[src/rtl/aes_spi_pkg.sv]
// Shared definitions for the serial AES front-end.
// Holds the FSM state encoding, counter and block widths, and the frame length helper.
package aes_spi_pkg;

    localparam int unsigned CNT_W   = 9;
    localparam int unsigned BLOCK_W = 128;

    localparam logic [2:0] ST_IDLE = 3'd0;
    localparam logic [2:0] ST_RX   = 3'd1;
    localparam logic [2:0] ST_WAIT = 3'd2;
    localparam logic [2:0] ST_TX   = 3'd3;
    localparam logic [2:0] ST_DONE = 3'd4;

    // Bits in one frame: key field followed by one plaintext block.
    function automatic int unsigned frame_bits(input int unsigned nk);
        return nk * 32 + BLOCK_W;
    endfunction

endpackage

[src/rtl/aes_tx_shifter.sv]
// Ciphertext output shifter.
// 128-bit left shift register; its MSB flop drives the serial output directly.
// Ports:
//   clk, rst   clock and asynchronous active-high reset
//   load       capture data (takes effect on the same edge, MSB visible after it)
//   shift      shift left by one, zero fill
//   clear      zero the register (highest priority)
//   data       parallel ciphertext
//   mosi       serial output, MSB first
module aes_tx_shifter
    import aes_spi_pkg::*;
(
    input  logic               clk,
    input  logic               rst,
    input  logic               load,
    input  logic               shift,
    input  logic               clear,
    input  logic [BLOCK_W-1:0] data,
    output logic               mosi
);

    logic [BLOCK_W-1:0] tx_q;

    always_ff @(posedge clk or posedge rst) begin
        if (rst) begin
            tx_q <= '0;
        end else if (clear) begin
            tx_q <= '0;
        end else if (load) begin
            tx_q <= data;
        end else if (shift) begin
            tx_q <= {tx_q[BLOCK_W-2:0], 1'b0};
        end
    end

    assign mosi = tx_q[BLOCK_W-1];

endmodule

[src/rtl/aes_spi_frame_link.sv]
// Serial front-end for the AES encryption core.
// Receives key then plaintext MSB-first while cs is low, presents them in parallel,
// waits LATENCY edges, captures the ciphertext and shifts it back out MSB-first.
// Ports:
//   clk, rst   clock and asynchronous active-high reset
//   cs         active-low frame select
//   miso       serial data in (key, then plaintext)
//   key, in    last fully received key and plaintext
//   cipher     ciphertext from the core
//   mosi       serial ciphertext out
//   busy       frame in progress
//   done       one-cycle pulse on the edge retiring the last ciphertext bit
module aes_spi_frame_link
    import aes_spi_pkg::*;
#(
    parameter int unsigned Nk      = 4,
    parameter int unsigned LATENCY = 1
) (
    input  logic               clk,
    input  logic               rst,
    input  logic               cs,
    input  logic               miso,
    output logic [Nk*32-1:0]   key,
    output logic [BLOCK_W-1:0] in,
    input  logic [BLOCK_W-1:0] cipher,
    output logic               mosi,
    output logic               busy,
    output logic               done
);

    localparam int unsigned FRAME = frame_bits(Nk);

    localparam logic [CNT_W-1:0] LAST_RX  = CNT_W'(FRAME - 1);
    localparam logic [CNT_W-1:0] LAST_LAT = CNT_W'(LATENCY - 1);
    localparam logic [CNT_W-1:0] LAST_TX  = CNT_W'(BLOCK_W - 1);

    logic [2:0]       state_q;
    logic [CNT_W-1:0] cnt_q;
    logic [FRAME-2:0] rx_q;
    logic [FRAME-1:0] rx_next;
    logic             tx_load;
    logic             tx_shift;
    logic             tx_clear;

    // Includes the bit being sampled this edge, so the last bit lands straight in key/in.
    assign rx_next = {rx_q, miso};

    always_comb begin
        tx_load  = 1'b0;
        tx_shift = 1'b0;
        tx_clear = 1'b0;
        case (state_q)
            ST_WAIT: begin
                if (cs) begin
                    tx_clear = 1'b1;
                end else if (cnt_q == LAST_LAT) begin
                    tx_load = 1'b1;
                end
            end
            ST_TX: begin
                if (cs || cnt_q == LAST_TX) begin
                    tx_clear = 1'b1;
                end else begin
                    tx_shift = 1'b1;
                end
            end
            default: ;
        endcase
    end

    always_ff @(posedge clk or posedge rst) begin
        if (rst) begin
            state_q <= ST_IDLE;
            cnt_q   <= '0;
            rx_q    <= '0;
            key     <= '0;
            in      <= '0;
            busy    <= 1'b0;
            done    <= 1'b0;
        end else begin
            done <= 1'b0;
            case (state_q)
                ST_IDLE: begin
                    if (!cs) begin
                        rx_q    <= rx_next[FRAME-2:0];
                        cnt_q   <= CNT_W'(1);
                        busy    <= 1'b1;
                        state_q <= ST_RX;
                    end
                end
                ST_RX: begin
                    if (cs) begin
                        state_q <= ST_IDLE;
                        cnt_q   <= '0;
                        busy    <= 1'b0;
                    end else begin
                        rx_q <= rx_next[FRAME-2:0];
                        if (cnt_q == LAST_RX) begin
                            key     <= rx_next[FRAME-1:BLOCK_W];
                            in      <= rx_next[BLOCK_W-1:0];
                            cnt_q   <= '0;
                            state_q <= ST_WAIT;
                        end else begin
                            cnt_q <= cnt_q + CNT_W'(1);
                        end
                    end
                end
                ST_WAIT: begin
                    if (cs) begin
                        state_q <= ST_IDLE;
                        cnt_q   <= '0;
                        busy    <= 1'b0;
                    end else if (cnt_q == LAST_LAT) begin
                        cnt_q   <= '0;
                        state_q <= ST_TX;
                    end else begin
                        cnt_q <= cnt_q + CNT_W'(1);
                    end
                end
                ST_TX: begin
                    if (cs) begin
                        state_q <= ST_IDLE;
                        cnt_q   <= '0;
                        busy    <= 1'b0;
                    end else if (cnt_q == LAST_TX) begin
                        cnt_q   <= '0;
                        busy    <= 1'b0;
                        done    <= 1'b1;
                        state_q <= ST_DONE;
                    end else begin
                        cnt_q <= cnt_q + CNT_W'(1);
                    end
                end
                ST_DONE: begin
                    if (cs) begin
                        state_q <= ST_IDLE;
                    end
                end
                default: begin
                    state_q <= ST_IDLE;
                    cnt_q   <= '0;
                    busy    <= 1'b0;
                end
            endcase
        end
    end

    aes_tx_shifter u_tx (
        .clk   (clk),
        .rst   (rst),
        .load  (tx_load),
        .shift (tx_shift),
        .clear (tx_clear),
        .data  (cipher),
        .mosi  (mosi)
    );

endmodule

[config.mk]
export PLATFORM = sky130hd
export DESIGN_NAME = aes_spi_frame_link
export DESIGN_NICKNAME = d
export VERILOG_FILES = /design/src/rtl/aes_spi_pkg.sv /design/src/rtl/aes_tx_shifter.sv /design/src/rtl/aes_spi_frame_link.sv
export SDC_FILE = /design/constraint.sdc
export NUM_CORES = 1
export LEC_CHECK = 0
export CORE_MARGIN = 4
export CORE_UTILIZATION = 48
export DETAILED_ROUTE_END_ITERATION = 16
export PLACE_DENSITY_LB_ADDON = 0.12
export SLEW_MARGIN = 15
export SYNTH_ARGS = -nofsm -noshare
export SYNTH_HDL_FRONTEND = slang
export SYNTH_SLANG_ARGS = --single-unit
export TNS_END_PERCENT = 20
[constraint.sdc]
create_clock -name clk -period 56.3 [get_ports clk]
set_clock_uncertainty 0.2 [all_clocks]
set_input_delay 11.26 -clock clk [delete_from_list [all_inputs] [get_ports clk]]
set_output_delay 11.26 -clock clk [all_outputs]
set_load 0.005 [all_outputs]
## After elaboration in Yosys (flattened, before gate mapping)

Cells that the tools add are included.

- Register bits: 653
- Input bits: 132
- Output and inout bits: 259
- Word-level logic and storage cells: 70

- Add/subtract/negate cells: 1
- Equal/unequal tests: 12
- Muxes and demuxes: 36
- Bitwise gates (word level): 2
- Reduce and logical (&&, ||, !) cells: 11

Operators with widths:

| cell | number |
|---|---|
| $mux 128 | 3 |
| $mux 9 | 7 |
| $pmux 9 s5 | 1 |
| $mux 3 | 8 |
| $pmux 3 s5 | 1 |
| $mux 1 | 14 |
| $add 9x1->9 const B | 1 |
| $eq 9x7->1 const B | 1 |
| $eq 9x8->1 const B | 1 |
| $logic_not 9->1 | 1 |
| $ne 3x3->1 const B | 3 |
| $eq 3x2->1 const B | 2 |
| $reduce_and 5->1 | 1 |
| $ne 2x2->1 const B | 2 |
| $pmux 1 s4 | 1 |
| $reduce_and 2->1 | 2 |
| $reduce_and 4->1 | 1 |
| $reduce_or 2->1 | 2 |
| $eq 3x1->1 const B | 1 |
| $eq 3x3->1 const B | 1 |
| $logic_not 3->1 | 1 |
| $reduce_and 3->1 | 1 |
| $reduce_bool 3->1 | 1 |
| $ne 2x1->1 const B | 1 |
| other kinds (3) | 4 |

## Depth between registers and ports, before layout

Gate-level depths: netlist (run 1).

- Depth after elaboration: 7
- Gate-level depth with buffers: 10
- Mapped depth without buffers: 10

## By module

From an unflattened synthesis (run 1), not the netlist that was laid out.

- Cells, all modules: 1747
- Area, all modules: 27044.7 um^2

Modules (own cells, without submodules):

| module | times used | cells each | area each (um^2) | sequential area each (um^2) |
|---|---|---|---|---|
| aes_spi_frame_link | 1 | 1178 | 19760.2 | 13137.6 |
| aes_tx_shifter | 1 | 569 | 7284.5 | 3203.1 |

## Worst setup path after synthesis (run 1)

No wires, ideal clock.

- Path kind: input port to flip-flop
- Start: input port cs
- End: register in[0]
- Library setup time: 128 ps
- Data arrival time: 12498 ps
- Data required time: 55972 ps
- Setup slack: 43475 ps
- Cell stages on the path: 7
- Buffers on the path: 3
- Cells stage by stage: or2_1 -> buf_2 -> nor2_4 -> nand3_1 -> buf_2 -> buf_2 -> mux2_1

- Cells in the longest elaborated chain, start to end: 2

Ends and longest elaborated chain:

| what | RTL line | text |
|---|---|---|
| from (decl) | aes_spi_frame_link.sv:21 | `input logic cs,` |
| $not 1->1 (no source line) | - |  |
| $reduce_and 3->1 (no source line) | - |  |
| to (signal assigned) | aes_spi_frame_link.sv:100 | `in <= rx_next[BLOCK_W-1:0];` |
| to (decl) | aes_spi_frame_link.sv:24 | `output logic [BLOCK_W-1:0] in,` |

No other way between the ends.
A chain may end at the register's enable or synchronous reset.

## Worst setup path after layout (run 1)

- Start: input port cs
- End: register in[45]

Same word-level chain as after synthesis.

==> flow_summary.yaml, run 1 <==
status:
  status: "finished clean"
route:
  first_iter_violations: 789
  vias_per_cell: 5.30
  postRouteAntennaNets: 0
  vias: 15200
  drc: 0
  wl_mm: 54.0
  firstDrtPassIters: 5
  wl_per_cell_um: 18.9
clock_tree:
  post_cts_buffers: 0
  numCtsBuffers: 69
  ctsHoldBuffers: 0
  clk_latency_ps: 590
  clk_path_buf_depth: 3
  htree_levels: 3
  clk_pin_slew_worst_paths_ps: 60
  cts_resized: 0
  cts_tree: "done"
  root_buffer: "clkbuf_16"
  cts.sinks: 653
hold_path:
  hp-start: "rx_q[254]$_DFFE_PP0P_"
  hp-class: "flip-flop to flip-flop"
  holdPathEnd: "key[127]$_DFFE_PP0P_"
  hold_depth: 1
placement:
  portBuffers: 390
  place.gp.congestion: 0.828
  dpl.hpwl_mm: 35.5
setup_path:
  startpoint: "cs"
  start_kind: "input pin"
  r2r_cells: 10
  end_kind: "flip-flop"
  slowest_stage: "nand3_4"
  r2r-end: "in[45]$_DFFE_PP0P_"
  path_class: "input pin to flip-flop"
  worst_path_most_repeated_cell: "buf_4"
  regToRegSetupSlack_ps: 51650
  cp_max_fo: 77
  r2r-start: "cnt_q[0]$_DFFE_PP0P_"
  crit_chain: "clkdlybuf4s50_1 -> or2_1 -> nor2_4 -> nand3_4 -> buf_4 -> buf_4 -> mux2_1"
  cpPeakStageDelay_ps: 810
  arrival_ps: 15350
  worstPathRequired_ps: 56560
sta:
  setup_viol: 0
  maxSlewViolCount: 0
  relSlewSlack: 0.277
  fmax_mhz: 66.3
  finalCritPeriodShare: 0.268
  max_slew.worst_pin.slew_ps: 1080
  tns_ps: 0
  final_hold_viol_count: 0
  period_needed_ps: 15090
  rsz0062_at_grt: "false"
power_and_ir_drop:
  p_leak_nw: 15.7
  ir_drop_mv: 0.0257
  power_mw: 0.988
  power_density_mw_per_mm2: 30.2
synthesis:
  synth_area_leaders: "dfrtp_1, mux2_2, mux2_1"
  yosysSeqAreaShare: 0.628
  synth_edf_count: 0
  syn-instance-count: 1749
  avgSynthCellArea_um2: 14.9
  synth_top_cell_by_area: "dfrtp_1"
  ys_ff_latch: 653
  synthDominantCellAreaShare: 0.628
  ys_types: 43
  yosysWarnings: 0
  synth_ff_type: "dfrtp_1"
  synthArstFlopShare: 1.00
  syn-num-nets: 1885
  syn_area_mm2: 0.0260
floorplan:
  start_util: 0.484
  ioPinCount: 391
  dieWidth_um: 241
  fp.dieH_um: 241
  core_area_mm2: 0.0537
  fp-row-count: 85
  die_area_mm2: 0.0580
grt:
  grt_usage: 0.185
  use_met2: 0.292
  grt_use_met1: 0.258
  grt.met3_usage: 0.0491
  grt_first_pass_wirelength_mm: 86.2
  grt_max_degree: 157
  grt_pass1_vias: 15600
  grt_overflow: 0
  antenna_found_initial: 6
  grt-busiest-layer: "met2"
cells_and_area:
  mostFrequentLayoutCells: "dfrtp_1, clkdlybuf4s50_1, mux2_2, mux2_1, nor2_1"
  final_common_cell: "dfrtp_1"
  finalNetCount: 2248
  syn2layout_area_growth_pct: 25.9
  drive_above_1_share: 0.189
job:
  cap_violations: 0
worst max-delay path, delay by kind of cell:
family                 cells  cell delay (ps)
buffers and inverters      3             1790
muxes                      1              460
and+or+nand+nor            3             1750
registers in the layout, indices dropped and copies added, names as in the netlist:
signal     flops
in           128
cnt_q          9
busy           1
state_q        3
key          128
done           1
u_tx.tx_q    128
rx_q         255
layer usage:
metal / vias to the layer above / share of wire
met5: - / 0.00035
met4: 4 / 0.022
met3: 86 / 0.057
met2: 311 / 0.48
met1: 7739 / 0.45
li1: 7032 / -
Yosys cell counts (all sizes together) (2+ instances only):
master,instances
dfrtp,653
mux2,512
nor2,135
mux2i,128
a211oi,127
buf,81
clkbuf,35
inv,13
o21ai,9
nand3,6
nor4,5
o22ai,5
a2111oi,4
ha,4
nand2,4
nor4b,3
o31ai,3
a21boi,2
and3,2
nor3,2
o21a,2
or2,2
or3,2
cell type report:
type                    count  area (um2)
inverters                  13        56.3
repair buffers            408        4080
multi-input cells         967        9030
clock inverters            17         235
well taps                 696         871
fillers                  4116       21000
flip-flops and latches    653       16300
clock buffers             105        2120
diodes                      3        7.51
logic make-up after synthesis:
group / Yosys count / share of synthesized area
simple gates: 165 / 0.0280
flops: 653 / 0.628
xor+xnor: 1 / 0.000337
fa+ha+maj: 4 / 0.00192
compound gates: 157 / 0.0447
buf+inv: 129 / 0.0257
mux: 640 / 0.271
metrics by stage:
| stage | setup WS, ps | hold slack, ps | util | std cells | area [um2] |
|---|---|---|---|---|---|
| floorplan | 26540 | 254 | - | 1749 | 26000 |
| global route | 40870 | 301 | 0.609 | 2859 | 32700 |
| detailed placement | 40450 | 272 | 0.565 | 2736 | 30300 |
| global placement | 40540 | 267 | 0.565 | 2736 | 30300 |
| finish | 41210 | 281 | 0.609 | 2862 | 32700 |
| CTS | 41090 | 287 | 0.609 | 2858 | 32700 |
worst max-delay path by stage:
stage	slack (ps)	endpoint	cells past startpoint
floorplan	26540	busy$_DFFE_PP0P_	1
global placement	40540	in[33]$_DFFE_PP0P_	7
detailed placement	40450	in[32]$_DFFE_PP0P_	7
CTS	41090	key[6]$_DFFE_PP0P_	7
global route	40870	in[33]$_DFFE_PP0P_	7
finish	41210	in[45]$_DFFE_PP0P_	7
power breakdown:
part	internal [mW]	leakage (nW)	total, mW	switching [mW]
Clock	0.282	1.16	0.463	0.180
Combinational	0.0199	5.42	0.0392	0.0193
Sequential	0.479	9.07	0.486	0.00717
(Power assumes the default switching activity.)
==> run 2: changes to the inputs <==
==> constraint.sdc (replaced) <==
create_clock -name clk -period 15.2 [get_ports clk]
set_clock_uncertainty 0.2 [all_clocks]
set_input_delay 3.04 -clock clk [delete_from_list [all_inputs] [get_ports clk]]
set_output_delay 3.04 -clock clk [all_outputs]
set_load 0.005 [all_outputs]
==> run 2 against run 1 <==
Net effect: critical path depth grew 1; routed wire length decreased by 0.66%; sequential cell count did not move; count of clock-buffer cells in the layout is the same; worst hold slack better by 5.8 ps.
==> flow_summary.yaml, run 2 (same netlist as run 1, synthesis figures left out) <==
status:
  status: "finished clean"
grt:
  grt_pass1_vias: 15900
  grt_overflow: 0
  grt.met3_usage: 0.0458
  grt-busiest-layer: "met2"
  grt_use_met1: 0.256
  use_met2: 0.292
  grt_first_pass_wirelength_mm: 86.7
  grt_max_degree: 184
  grt_usage: 0.185
  antenna_found_initial: 8
sta:
  period_needed_ps: 6900
  tns_ps: 0
  max_slew.worst_pin.slew_ps: 1160
  rsz0062_at_grt: "false"
  maxSlewViolCount: 0
  final_hold_viol_count: 0
  setup_viol: 0
  relSlewSlack: 0.223
  finalCritPeriodShare: 0.454
  fmax_mhz: 145
power_and_ir_drop:
  power_mw: 3.61
  p_leak_nw: 15.6
  power_density_mw_per_mm2: 111
  ir_drop_mv: 0.0697
floorplan:
  dieWidth_um: 241
  fp.dieH_um: 241
  fp-row-count: 85
  start_util: 0.484
  die_area_mm2: 0.0580
  ioPinCount: 391
  core_area_mm2: 0.0537
setup_path:
  cpPeakStageDelay_ps: 930
  arrival_ps: 7150
  start_kind: "input pin"
  path_buf_inv: 4
  slowest_stage: "buf_4"
  path_class: "input pin to flip-flop"
  worst_path_most_repeated_cell: "buf_4"
  end_kind: "flip-flop"
  worstPathRequired_ps: 15450
  cp_max_fo: 183
  path_delay_family: "buffers and inverters"
  crit_chain: "clkdlybuf4s50_1 -> or2_1 -> nor2_4 -> buf_12 -> nand3_4 -> buf_4 -> buf_4 -> mux2_1"
route:
  vias: 15100
  postRouteAntennaNets: 0
  wl_mm: 53.7
  drc: 0
  first_iter_violations: 820
  firstDrtPassIters: 4
  vias_per_cell: 5.29
  wl_per_cell_um: 18.8
cells_and_area:
  finalNetCount: 2247
  fillerInstances: 4210
  largest_register: "rx_q"
  syn2layout_area_growth_pct: 25.5
  final_common_cell: "dfrtp_1"
  postLayoutCellArea_mm2: 0.0326
  mostFrequentLayoutCells: "dfrtp_1, clkdlybuf4s50_1, mux2_2, mux2_1, nor2_1"
  drive_above_1_share: 0.189
  largest_reg_flops: 255
hold_path:
  hp-class: "flip-flop to flip-flop"
clock_tree:
  cts_resized: 0
  post_cts_buffers: 0
  clk_latency_ps: 580
  root_buffer: "clkbuf_16"
  cts.sinks: 653
  numCtsBuffers: 70
  clk_path_buf_depth: 3
  cts_tree: "done"
  ctsHoldBuffers: 0
  htree_levels: 3
  clk_pin_slew_worst_paths_ps: 60
placement:
  dpl.hpwl_mm: 35.0
  portBuffers: 390
  dpl_cell_area_mm2: 0.0304
  place.gp.congestion: 0.829
job:
  cap_violations: 0
==> run 2: cell count changes in the layout (fill, tap and decap cells not counted), sizes merged <==
cell	previous run	this run
buf	18	16
clkinvlp	1	2
bufinv	5	2
diode	3	4
clkinv	8	12
==> run 2: stage by stage <==
| stage | cells | util | worst slack [ps] | hold WS, ps |
|---|---|---|---|---|
| after floorplan | 1749 | - | 3040 | 254 |
| after detailed placement | 2735 | 0.565 | 7450 | 281 |
| final | 2863 | 0.608 | 8300 | 287 |
| after CTS | 2859 | 0.608 | 8090 | 293 |
| after global placement | 2735 | 0.565 | 7500 | 267 |
| after global routing | 2861 | 0.608 | 7930 | 299 |
==> run 2: worst reg2reg max path: cells and delay by family (launching register included) <==
kind / cells / cell delay (ps)
adder cells (fa/ha/maj): 2 / 520
buffers and inverters: 3 / 1840
flip-flops: 1 / 420
multiplexers: 1 / 430
AND/OR/NAND/NOR: 4 / 940
==> run 2: final timing paths <==
path	start	endpoint	slack [ps]	cells past startpoint
setup / recovery	cs	in[47]$_DFFE_PP0P_	8300	8
hold / removal	key[77]$_DFFE_PP0P_	key[77]$_DFFE_PP0P_	290	1
setup reg to reg	cnt_q[0]$_DFFE_PP0P_	in[47]$_DFFE_PP0P_	10730	10
hold reg to reg	key[77]$_DFFE_PP0P_	key[77]$_DFFE_PP0P_	290	1
max in group asynchronous	rst	rx_q[96]$_DFFE_PP0P_	9350	5
min in group asynchronous	rst	in[35]$_DFFE_PP0P_	2730	2
==> run 2: layout make-up <==
type | count | area, um2 | share of cell area
diodes | 4 | 10.0 | 0.000307
multi-input cells | 967 | 9030 | 0.277
clock buffers | 105 | 2110 | 0.0645
flip-flops and latches | 653 | 16300 | 0.501
repair buffers | 406 | 4070 | 0.125
clock inverters | 19 | 174 | 0.00533
inverters | 13 | 52.6 | 0.00161
well taps | 696 | 871 | 0.0267
==> run 2: routing by layer <==
metal	share of wire	vias to the layer above
met3	0.057	81
met2	0.47	302
li1	-	7002
met4	0.022	6
met1	0.45	7746
met5	0.00076	-
==> run 2: report_power, final <==
group | total (mW) | switching (mW) | internal (mW) | leakage [nW]
clock | 1.67 | 0.674 | 0.993 | 1.13
combinational | 0.143 | 0.0696 | 0.0734 | 5.41
sequential | 1.80 | 0.0271 | 1.77 | 9.07
